### src/rtl/rr_mux_arbiter_if.sv
// ---------------------------------------------------------------------------
// rr_mux_arbiter_if
//   Bundles the requester side (req/in_data/gnt) and the consumer side
//   (out_valid/out_ready/out_data/out_src) of the round-robin mux arbiter.
//   slave  : arbiter view (drives gnt and the output register).
//   master : producers/consumer view (drive req, in_data and out_ready).
// ---------------------------------------------------------------------------
interface rr_mux_arbiter_if #(
   parameter int N_REQ  = 4,
   parameter int DATA_W = 8,
   parameter int SEL_W  = 2
);
   logic [N_REQ-1:0]        req;
   logic [N_REQ*DATA_W-1:0] in_data;
   logic [N_REQ-1:0]        gnt;
   logic                    out_valid;
   logic                    out_ready;
   logic [DATA_W-1:0]       out_data;
   logic [SEL_W-1:0]        out_src;

   modport slave  (input  req, in_data, out_ready,
                   output gnt, out_valid, out_data, out_src);
   modport master (output req, in_data, out_ready,
                   input  gnt, out_valid, out_data, out_src);
endinterface

### src/rtl/rr_mux_arbiter.sv
// ---------------------------------------------------------------------------
// rr_mux_arbiter
//   Round-robin arbiter sharing one N_REQ:1 data mux, feeding a 1-entry
//   output register with a valid/ready handshake.
//   Ports:
//     clk    - clock, rising edge
//     rst_n  - asynchronous active-low reset
//     bus    - rr_mux_arbiter_if.slave:
//                req/in_data : requester words, slice i at [i*DATA_W +: DATA_W]
//                gnt         : one-hot combinational accept
//                out_valid/out_ready/out_data/out_src : output register handshake
// ---------------------------------------------------------------------------
module rr_mux_arbiter #(
   parameter int N_REQ  = 4,
   parameter int DATA_W = 8,
   parameter int SEL_W  = $clog2(N_REQ)
) (
   input  logic             clk,
   input  logic             rst_n,
   rr_mux_arbiter_if.slave  bus
);

   typedef enum logic {EMPTY = 1'b0, FULL = 1'b1} state_t;

   state_t                        st;
   logic [SEL_W-1:0]              last_gnt;
   logic [SEL_W-1:0]              src_q;
   logic [DATA_W-1:0]             data_q;
   logic [N_REQ-1:0][DATA_W-1:0]  din;
   logic [SEL_W-1:0]              win;
   logic                          found;
   logic                          slot_free;
   logic                          xfer;
   logic [N_REQ-1:0]              gnt_c;

   assign din       = bus.in_data;
   assign slot_free = (st == EMPTY) | bus.out_ready;
   // Gated by rst_n so gnt reads zero while reset is held, without a clock.
   assign xfer      = rst_n & slot_free & found;

   // Two-pass scan: indices above last_gnt first, then wrap to 0..last_gnt.
   always_comb begin
      win   = '0;
      found = 1'b0;
      for (int i = 0; i < N_REQ; i++) begin
         if (!found && (i > int'(last_gnt)) && bus.req[i]) begin
            found = 1'b1;
            win   = SEL_W'(i);
         end
      end
      for (int i = 0; i < N_REQ; i++) begin
         if (!found && (i <= int'(last_gnt)) && bus.req[i]) begin
            found = 1'b1;
            win   = SEL_W'(i);
         end
      end
   end

   always_comb begin
      gnt_c = '0;
      if (xfer) gnt_c[win] = 1'b1;
   end

   // Output-register FSM. A grant while FULL with out_ready replaces the
   // word on the same edge, giving 1 word/cycle sustained throughput.
   always_ff @(posedge clk or negedge rst_n) begin
      if (!rst_n) begin
         st       <= EMPTY;
         data_q   <= '0;
         src_q    <= '0;
         last_gnt <= SEL_W'(N_REQ - 1);
      end else if (xfer) begin
         st       <= FULL;
         data_q   <= din[win];
         src_q    <= win;
         last_gnt <= win;
      end else if ((st == FULL) && bus.out_ready) begin
         st       <= EMPTY;
      end
   end

   assign bus.gnt       = gnt_c;
   assign bus.out_valid = (st == FULL);
   assign bus.out_data  = data_q;
   assign bus.out_src   = src_q;

endmodule
### src/flat_wrapper.sv
// flat-port wrapper written by rule: the top's interface ports become plain ports
module rr_mux_arbiter_flat 
#(
   parameter int N_REQ  = 4,
   parameter int DATA_W = 8,
   parameter int SEL_W  = $clog2(N_REQ)
)
  (clk, rst_n, bus_req, bus_in_data, bus_out_ready, bus_gnt, bus_out_valid, bus_out_data, bus_out_src);
  rr_mux_arbiter_if #(.N_REQ(N_REQ), .DATA_W(DATA_W), .SEL_W(SEL_W)) bus_i ();
  input  logic clk;
  input  logic rst_n;
  input wire logic [$bits(bus_i.req)-1:0] bus_req;
  input wire logic [$bits(bus_i.in_data)-1:0] bus_in_data;
  input wire logic [$bits(bus_i.out_ready)-1:0] bus_out_ready;
  output wire logic [$bits(bus_i.gnt)-1:0] bus_gnt;
  output wire logic [$bits(bus_i.out_valid)-1:0] bus_out_valid;
  output wire logic [$bits(bus_i.out_data)-1:0] bus_out_data;
  output wire logic [$bits(bus_i.out_src)-1:0] bus_out_src;
  assign bus_i.req = bus_req;
  assign bus_i.in_data = bus_in_data;
  assign bus_i.out_ready = bus_out_ready;
  assign bus_gnt = bus_i.gnt;
  assign bus_out_valid = bus_i.out_valid;
  assign bus_out_data = bus_i.out_data;
  assign bus_out_src = bus_i.out_src;
  rr_mux_arbiter #(.N_REQ(N_REQ), .DATA_W(DATA_W), .SEL_W(SEL_W)) u_core (.clk(clk), .rst_n(rst_n), .bus(bus_i));
endmodule
### config.mk
export PLATFORM = sky130hd
export DESIGN_NAME = rr_mux_arbiter_flat
export DESIGN_NICKNAME = d
export VERILOG_FILES = /design/src/rtl/rr_mux_arbiter_if.sv /design/src/rtl/rr_mux_arbiter.sv /design/src/flat_wrapper.sv
export SDC_FILE = /design/constraint.sdc
export NUM_CORES = 1
export LEC_CHECK = 0
export CAP_MARGIN = 20
export CORE_UTILIZATION = 63
export CTS_BUF_LIST = sky130_fd_sc_hd__clkbuf_8
export DETAILED_ROUTE_END_ITERATION = 10
export DONT_BUFFER_PORTS = 1
export PLACE_DENSITY = 0.79
export SYNTH_ARGS = -nofsm -noshare
export SYNTH_HDL_FRONTEND = slang
export SYNTH_SLANG_ARGS = --single-unit
### constraint.sdc
create_clock -name clk -period 4.5 [get_ports clk]
set_clock_uncertainty 0.05 [all_clocks]
set_input_delay 0.675 -clock clk [delete_from_list [all_inputs] [get_ports clk]]
set_output_delay 0.675 -clock clk [all_outputs]
set_load 0.02 [all_outputs]
==> results.md, run 1 <==
- FP Rows: 13
- CP endpoint kind: primary output
- # setup viols final: 0
- Status: finished, final reports clean
- Fmax: 365 MHz
- Postcts setup bufs: 0
- Pleak: 0.424 nW
- Core Footprint: 0.00135 sq mm
- Hold_buf cts: 0
- Synthesis-stage register bit count: 13
- VDD IR max: 0.000300 V
- Syn nets: 135
- Logic pwr share: 0.306
- Synth cell types: 33
- Startpoint Class: flip-flop
- CP Class: flip-flop to primary output
- Final Max Slew Viols: 0
- Number of CTS-inserted buffers: 3
- Final hold vios: 0
- H-Tree Level Count: 1
- Layout area overhead: 1.05%
- Gate Count Post-Synth: 96
- Drt first pass iters: 4
- CTS tree: yes
- Worst setup margin: 1.76 ns
- Pint: 276 uW
- Post-detail-place hpwl: 1520 um
- Congestion Overflow GR: 0
- Final routed DRC violation total: 0
- Die area: 0.00167 sq mm
- Pwr/cell area: 483 mW/mm^2
- Syn Area/Cell: 9.89 sq um
- Worst slack at placement: 1.83 ns
- Port buffer count: 0
- Worst skew pair latency: 0.24 ns
- Die height: 40.8 um
- Initial core utilization: 0.703
- Clock sinks: 13
- Clock slew at reported path FFs: 0.06 ns
- Die span in x: 40.8 um
- Switching Share: 0.404
- Psw: 187 uW
- Synthesized area: 950 sq um
- Placed Area: 915 sq um
- Flop pwr share: 0.477
- Clock power share: 0.216
- Final period util: 0.609
- GRT Util Overall: 0.241
- Slew @ Worst Pin: 0.657 ns
- Crit path arrival time: 2.01 ns
- DRT iter0 DRCs: 10
- Vias in the first global route: 620
- Final instance area: 960 sq um
- Post-synthesis sequential area ratio: 0.345
- Worst Path Required: 3.77 ns
- Routed Wire Length: 1930 um
- Antenna-violating nets left: 0
- Most frequent cells in the layout: 16 x nand2_1, 12 x mux2i_1, 11 x dfrtp_1
- Worst min path class: primary input to asynchronous set/reset pin
- Count of warnings emitted by yosys: 0
- Crit-path max FO: 10
- Number of max-cap violations: 0
- Relative slew slack: 0.559
- Routability cong.: 0.675
- Total Nets Final: 135
- RSZ-0062 raised after global routing: no
- First-pass GRT wire length: 2570 um
- Initial antenna violation count: 0
- CTS Root Cell: clkbuf_8
- Number of diodes: 0
- DR vias/cell: 6.62
- Setup_tns: 0 ns
- CTS Buffer Depth: 2
- Resize count post-CTS: 0
- Share of cells above drive strength 1: 0.179
- Largest net degree at the start of global routing: 17
- Ports: 54
- Total number of vias: 728
- Commonest non-fill, non-tap cell in the layout: nand2_1
- Min Tclk post-route: 2.74 ns
- Wirelength per Cell: 17.5 um
[flip-flops by register name, indices dropped and copies added, names as in the netlist]
register,flops
u_core.last_gnt,2
u_core.bus.out_valid,1
u_core.bus.out_src,2
u_core.bus.out_data,8
[final cells by class]
class	instances	area [sq um]
Sequential cell	13	328
Tap cell	15	18.8
Clock inverter	1	3.75
Multi-Input combinational cell	78	568
Fill cell	107	390
Clock buffer	3	41.3
[worst max-delay path, stage by stage, from the launching register on]
cell,delay (ns)
dfstp_2,0.63
o21ai_0,0.19
o211ai_4,0.29
nand2_8,0.11
nor3_1,0.56
[power groups by stage]
stage | combinational, mW | sequential, mW | clock [mW]
finish | 0.142 | 0.221 | 0.100
global route | 0.157 | 0.227 | 0.106
CTS | 0.143 | 0.222 | 0.102
detailed placement | 0.141 | 0.223 | 0
global placement | 0.138 | 0.222 | 0
floorplan | 0.144 | 0.210 | 0
[metrics by stage]
| step | cells | hold slack [ns] | power, mW | utilization |
|---|---|---|---|---|
| 5_1_grt | 110 | 0.0657 | 0.490 | 0.711 |
| 6_report | 110 | 0.0734 | 0.463 | 0.711 |
| 2_1_floorplan | 96 | 0.329 | 0.354 | - |
| 3_3_place_gp | 106 | 0.330 | 0.360 | 0.677 |
| 3_5_place_dp | 106 | 0.330 | 0.365 | 0.677 |
| 4_1_cts | 110 | 0.0706 | 0.466 | 0.711 |
[layer usage]
layer | routed length [um] | up-vias | global-route usage | part of all wire
met4 | 21 | 0 | 0.100 | 0.011
met2 | 885 | 40 | 0.426 | 0.46
met1 | 832 | 330 | 0.274 | 0.43
li1 | - | 354 | - | -
met5 | 0 | - | 0 | 0
met3 | 188 | 4 | 0.0543 | 0.098
[Yosys cell counts]
| cell type | n | share of area |
|---|---|---|
| nand2_1 | 16 | 0.063 |
| mux2i_1 | 12 | 0.13 |
| dfrtp_1 | 11 | 0.29 |
| nor2_1 | 7 | 0.028 |
| a21o_1 | 5 | 0.040 |
| nand4_1 | 4 | 0.026 |
| o221ai_1 | 4 | 0.037 |
| o31ai_1 | 4 | 0.032 |
| a21oi_1 | 3 | 0.016 |
| buf_6 | 3 | 0.036 |
| dfstp_2 | 2 | 0.055 |
| nand2b_1 | 2 | 0.013 |
| o211ai_1 | 2 | 0.016 |
| o211ai_2 | 2 | 0.026 |
| and2_1 | 1 | 0.0066 |
| and3_4 | 1 | 0.012 |
| buf_2 | 1 | 0.0053 |
| buf_8 | 1 | 0.016 |
| nand2_8 | 1 | 0.021 |
| nand3_1 | 1 | 0.0053 |
| nand3_2 | 1 | 0.011 |
| nor2b_1 | 1 | 0.0066 |
| nor2b_2 | 1 | 0.0092 |
| nor3_1 | 1 | 0.0053 |
| o211ai_4 | 1 | 0.022 |
| o21a_1 | 1 | 0.0079 |
| o21ai_0 | 1 | 0.0053 |
| o21ai_4 | 1 | 0.017 |
| o22ai_1 | 1 | 0.0066 |
| or2_2 | 1 | 0.0066 |
| or2_4 | 1 | 0.0092 |
| or3b_4 | 1 | 0.012 |
| or4_4 | 1 | 0.012 |
[worst paths after layout]
kind                                     endpoint  slack (ns)  cells after the start                from
max in group asynchronous      u_core.last_gnt[1]        4.15                      0               rst_n
setup reg to reg           u_core.bus.out_data[7]        2.58                      5  u_core.last_gnt[1]
min in group clk               u_core.last_gnt[0]        0.48                      2  u_core.last_gnt[0]
setup / recovery                       bus_gnt[0]        1.76                      4  u_core.last_gnt[1]
hold / removal             u_core.bus.out_data[7]        0.07                      0               rst_n
hold reg to reg                u_core.last_gnt[0]        0.48                      2  u_core.last_gnt[0]
[logic make-up (layout without fill, tap and decap cells)]
group / Yosys count / count (layout) / share of synthesized area
buffers and inverters: 5 / 4 / 0.0566
AOI/OAI and AO/OA: 25 / 25 / 0.225
muxes: 12 / 12 / 0.126
and+or+nand+nor: 41 / 41 / 0.246
DFF: 13 / 13 / 0.345
Power figures use the tool's default switching activity.
==> run 2, diff against run 1 <==
==> constraint.sdc (replaced) <==
create_clock -name clk -period 2.63 [get_ports clk]
set_clock_uncertainty 0.05 [all_clocks]
set_input_delay 0.3945 -clock clk [delete_from_list [all_inputs] [get_ports clk]]
set_output_delay 0.3945 -clock clk [all_outputs]
set_load 0.02 [all_outputs]
==> results.md, run 2 (synthesis results as in run 1) <==
- Status: finished, final reports clean
- Routed Wire Length: 1940 um (+0.47%)
- Routability cong.: 0.676 (+0.12%)
- Share of cells above drive strength 1: 0.202 (+0.0231)
- Antenna-violating nets left: 0 (unchanged)
- Crit path arrival time: 1.79 ns (-0.22 ns)
- Most frequent cells in the layout: 16 x nand2_1, 12 x mux2i_1, 11 x dfrtp_1
- Worst skew pair latency: 0.24 ns (about the same)
- CTS tree: yes
- Final period util: 0.849
- Total number of vias: 765 (+5.1%)
- Port buffer count: 0 (unchanged)
- Vias in the first global route: 616 (-0.65%)
- Startpoint Class: flip-flop
- Non-Filler Instances: 114 (+3.6%)
- Post-detail-place hpwl: 1510 um (-0.61%)
- Drt first pass iters: 4 (unchanged)
- CTS Root Cell: clkbuf_8
- Number of CTS-inserted buffers: 3 (unchanged)
- Total Nets Final: 139 (+3.0%)
- Psw: 324 uW (+73%)
- CP max stage cell: dfstp_2
- Final routed DRC violation total: 0 (unchanged)
- Placed cells: 109 (+2.8%)
- RSZ-0062 raised after global routing: no
- Switching Share: 0.402 (-0.00137)
- Setup_tns: 0 ns (unchanged)
- Pleak: 0.443 nW (+4.5%)
- First-pass GRT wire length: 2530 um (-1.6%)
- Worst min path class: primary input to flip-flop
- Pwr/cell area: 811 mW/mm^2 (+68%)
- Final hold vios: 0 (unchanged)
- Slew @ Worst Pin: 0.580 ns (-0.0767 ns)
- Number of max-cap violations: 0 (unchanged)
- Congestion Overflow GR: 0 (unchanged)
- Clock power share: 0.210 (-0.006)
- Commonest non-fill, non-tap cell in the layout: nand2_1
- Initial antenna violation count: 0 (unchanged)
- Die span in x: 40.8 um (unchanged)
- Min Tclk post-route: 2.23 ns
- Layout area overhead: 4.48%
- H-Tree Level Count: 1 (unchanged)
- GRT Util Overall: 0.228 (-0.0126)
- Placed Area: 937 sq um (+2.5%)
- Core Footprint: 0.00135 sq mm (unchanged)
- Worst path cell trace: or3b_4 > o211ai_4 > or2_4 > nor2_1
- VDD IR max: 0.000484 V (+61%)
- Number of flip-flops under the largest register name: 8 (unchanged)
- Fillers: 101 (-5.6%)
- FP Rows: 13 (unchanged)
- CP Class: flip-flop to primary output
- Largest net degree at the start of global routing: 14 (-3)
- Clock slew at reported path FFs: 0.05 ns (about the same)
- Ports: 54 (unchanged)
- Crit-path max FO: 12 (+2)
- Relative slew slack: 0.612 (+0.0533)
- Critical R2R Launch: u_core.last_gnt[1]
- Worst Path Required: 2.19 ns (-1.58 ns)
- Clock sinks: 13 (unchanged)
- Bufs and invs on worst path: 0 (unchanged)
- Crit path from: u_core.last_gnt[1]
- Die height: 40.8 um (unchanged)
- CTS Buffer Depth: 2 (unchanged)
- Flop pwr share: 0.469 (-0.008)
- DR vias/cell: 6.71 (+1.4%)
- Final instance area: 992 sq um (+3.4%)
- Initial core utilization: 0.703 (unchanged)
- Fmax: 448 MHz
- Die area: 0.00167 sq mm (unchanged)
- DRT iter0 DRCs: 36 (+26)
- Max stage delay on crit path: 0.63 ns (about the same)
- R2R setup slack: 0.84 ns (-1.74 ns)
- Logic pwr share: 0.322 (+0.016)
- Wirelength per Cell: 17.0 um (-3.1%)
- Kind of cell adding the most delay to the critical path: simple AND/OR/NAND/NOR gates
- Number of diodes: 0 (unchanged)
- # setup viols final: 0 (unchanged)
- Final Max Slew Viols: 0 (unchanged)
- Min-Delay Startpoint: rst_n
- CP endpoint kind: primary output
- Pint: 481 uW (+74%)
-- run 2: changes by cell type in the layout (fill, tap and decap cells not counted) --
cell           previous run  this run
dlygate4sd3_1             0         1
buf_4                     0         3
-- run 2: power by group through the flow --
stage / combinational (mW) / sequential, mW / clock (mW)
4_1_cts: 0.259 / 0.379 / 0.172
3_5_place_dp: 0.254 / 0.381 / 0
3_3_place_gp: 0.245 / 0.377 / 0
2_1_floorplan: 0.246 / 0.360 / 0
6_report: 0.259 / 0.377 / 0.169
5_1_grt: 0.284 / 0.388 / 0.179
-- run 2: layout make-up --
cell class | instances | area (sq um) | area share
Sequential cell | 13 | 328 | 0.330
Multi-Input combinational cell | 78 | 568 | 0.573
Clock inverter | 1 | 3.75 | 0.00378
Timing Repair Buffer | 4 | 32.5 | 0.0328
Tap cell | 15 | 18.8 | 0.0189
Clock buffer | 3 | 41.3 | 0.0416
-- run 2: routing by layer --
layer | wire, um | GRT usage
met2 | 908 | 0.391
met3 | 195 | 0.0435
met4 | 6 | 0.0500
met1 | 826 | 0.295
met5 | 0 | 0
-- run 2: through the flow --
step / utilization / worst slack, ns / hold WS [ns] / total power, mW
finish: 0.735 / 0.398 / 0.225 / 0.805
global route: 0.735 / 0.270 / 0.268 / 0.850
detailed placement: 0.694 / 0.651 / 0.0492 / 0.635
floorplan: - / 0.586 / 0.0489 / 0.605
CTS: 0.735 / 0.390 / 0.228 / 0.810
global placement: 0.694 / 0.688 / 0.0492 / 0.622
-- run 2: final timing paths --
path | endpoint | cells after the start
min in group asynchronous | u_core.bus.out_valid | 1
worst max register to register | u_core.bus.out_data[4] | 6
worst min register to register | u_core.last_gnt[0] | 2
worst max-delay path | bus_gnt[2] | 4
worst min-delay path | u_core.bus.out_valid | 2
max in group asynchronous | u_core.bus.out_data[1] | 1
-- run 2: what timing repair did --
item	in CTS	in global routing
endpoints found under the hold margin	13	0
resized for setup	0	0
hold buffers	1	0
buffers inserted	0	0
-- run 2: worst reg2reg max path, stage by stage, from the launching register on --
cell      delay, ns
dfstp_2        0.63
o22ai_1        0.13
nand2_1        0.20
nand3_2        0.13
buf_4          0.22
mux2i_1        0.18
o221ai_1       0.13
==> run 3, diff against run 2 <==
==> constraint.sdc (replaced) <==
create_clock -name clk -period 2.2 [get_ports clk]
set_clock_uncertainty 0.05 [all_clocks]
set_input_delay 0.33 -clock clk [delete_from_list [all_inputs] [get_ports clk]]
set_output_delay 0.33 -clock clk [all_outputs]
set_load 0.02 [all_outputs]
==> results.md, run 3 (synthesis results as in run 1) <==
- Core Footprint: 0.00135 sq mm (unchanged)
- Relative slew slack: 0.605 (-0.00725)
- Clock sinks: 13 (unchanged)
- CP max stage cell: dfstp_2
- Fmax: 482 MHz
- Final hold vios: 0 (unchanged)
- Post-detail-place hpwl: 1540 um (+1.7%)
- Wirelength per Cell: 17.2 um (+1.2%)
- Ports: 54 (unchanged)
- Pleak: 0.465 nW (+4.8%)
- Startpoint Class: flip-flop
- Crit-path max FO: 7 (-5)
- Worst path most repeated cell: nand2_1
- Routability cong.: 0.682 (+0.90%)
- Layout area overhead: 7.90%
- Total number of vias: 772 (+0.92%)
- Port buffer count: 0 (unchanged)
- CP endpoint kind: primary output
- Max stage delay on crit path: 0.58 ns (-0.05 ns)
- # setup viols final: 0 (unchanged)
- DRT iter0 DRCs: 10 (-72%)
- Kind of cell adding the most delay to the critical path: simple AND/OR/NAND/NOR gates
- Worst skew pair latency: 0.24 ns (about the same)
- Number of CTS-inserted buffers: 3 (unchanged)
- Final Max Slew Viols: 0 (unchanged)
- Met1 usage: 0.322 (+0.0268)
- Bufs and invs on worst path: 1 (+1)
- FP Rows: 13 (unchanged)
- Number of flip-flops under the largest register name: 8 (unchanged)
- Pwr/cell area: 964 mW/mm^2 (+19%)
- CTS tree: yes
- Min Tclk post-route: 2.07 ns
- CTS Root Cell: clkbuf_8
- CTS Buffer Depth: 2 (unchanged)
- Number of max-cap violations: 0 (unchanged)
- Slew @ Worst Pin: 0.591 ns (+0.0108 ns)
- Commonest non-fill, non-tap cell in the layout: nand2_1
- Clock slew at reported path FFs: 0.05 ns (about the same)
- Total chip power: 988 uW (+23%)
- GRT Util Overall: 0.250 (+0.0218)
- Initial core utilization: 0.703 (unchanged)
- Die height: 40.8 um (unchanged)
- Antenna-violating nets left: 0 (unchanged)
- DR vias/cell: 6.54 (-2.5%)
- Final routed DRC violation total: 0 (unchanged)
- Die span in x: 40.8 um (unchanged)
- RSZ-0062 raised after global routing: no
- Initial antenna violation count: 0 (unchanged)
- H-Tree Level Count: 1 (unchanged)
- VDD IR max: 0.000483 V (-0.14%)
- First-pass GRT wire length: 2650 um (+4.6%)
- WHS: 0.156 ns (-0.0695 ns)
- Global routing usage on met3: 0.109 (+0.0652)
- Congestion Overflow GR: 0 (unchanged)
- Met2 Use GR: 0.375 (-0.0156)
- Routed Wire Length: 2030 um (+4.7%)
- Setup_tns: 0 ns (unchanged)
- Fillers: 90 (-11%)
- Vias in the first global route: 612 (-0.65%)
- R2R setup slack: 0.40 ns (-0.44 ns)
- Worst Path Required: 1.82 ns (-0.37 ns)
- Placed Area: 952 sq um (+1.6%)
- CP Class: flip-flop to primary output
- Number of diodes: 0 (unchanged)
- GR peak layer: met2
- Worst min path class: primary input to flip-flop
- Final instance area: 0.00102 sq mm (+3.3%)
- Status: finished, final reports clean
- Die area: 0.00167 sq mm (unchanged)
- Share of cells above drive strength 1: 0.243 (+0.0407)
- Final period util: 0.943
- Worst path cell trace: o22ai_1 > nand2_1 > nand2_1 > nor2_2 > nor2_1 > buf_4
- Crit path arrival time: 1.69 ns (-0.10 ns)
- Most frequent cells in the layout: 16 x nand2_1, 12 x mux2i_1, 11 x dfrtp_1
- Largest net degree at the start of global routing: 14 (unchanged)
- Drt first pass iters: 4 (unchanged)
- Total Nets Final: 143 (+2.9%)
[run 3: metal layers]
metal	up-vias	routed length [um]
met5	-	0
met4	0	17
met3	2	227
met2	49	976
met1	349	809
li1	372	-
[run 3: area by class of cell]
cell class	count	area, sq um	share of cell area
multi-input cells	78	571	0.557
flip-flops and latches	13	328	0.320
repair buffers	8	62.6	0.0611
clock buffers	3	41.3	0.0403
well taps	15	18.8	0.0183
clock inverters	1	3.75	0.00366
[run 3: per-stage QoR]
step	std cells	util	setup slack [ns]
6_report	118	0.759	0.125
5_1_grt	118	0.759	0.0254
4_1_cts	116	0.746	0.0158
3_3_place_gp	111	0.705	0.338
2_1_floorplan	96	-	0.221
3_5_place_dp	111	0.705	0.297
[run 3: timing repair]
| action | in CTS | in global routing |
|---|---|---|
| hold endpoints to repair | 13 | 0 |
| gates resized for setup | 0 | 2 |
| setup endpoints to repair | 0 | 4 |
| hold buffers | 1 | 0 |
| setup buffers | 0 | 2 |
[run 3: path summary, 6_finish.rpt]
| kind | start | end | cells after the start |
|---|---|---|---|
| min | rst_n | u_core.bus.out_valid | 2 |
| max in group asynchronous | rst_n | u_core.bus.out_src[0] | 1 |
| min in group asynchronous | rst_n | u_core.bus.out_src[1] | 1 |
| max | u_core.last_gnt[1] | bus_gnt[3] | 6 |
| min reg2reg | u_core.last_gnt[1] | u_core.last_gnt[1] | 2 |
| max reg2reg | u_core.last_gnt[1] | u_core.bus.out_data[6] | 6 |
[run 3: report_power, final]
group / leakage [nW] / total [mW] / switching [mW] / internal, mW
clock: 0.0269 / 0.206 / 0.0832 / 0.123
combinational: 0.283 / 0.335 / 0.182 / 0.154
sequential: 0.154 / 0.446 / 0.131 / 0.316
total: 0.465 / 0.988 / 0.395 / 0.592
[run 3: worst reg2reg max path: cells and delay by family, from the launching register on]
family	cells	cell delay (ns)
buffers and inverters	1	0.23
AO/OA/AOI/OAI	2	0.26
flip-flops	1	0.58
multiplexers	1	0.16
AND/OR/NAND/NOR	2	0.37
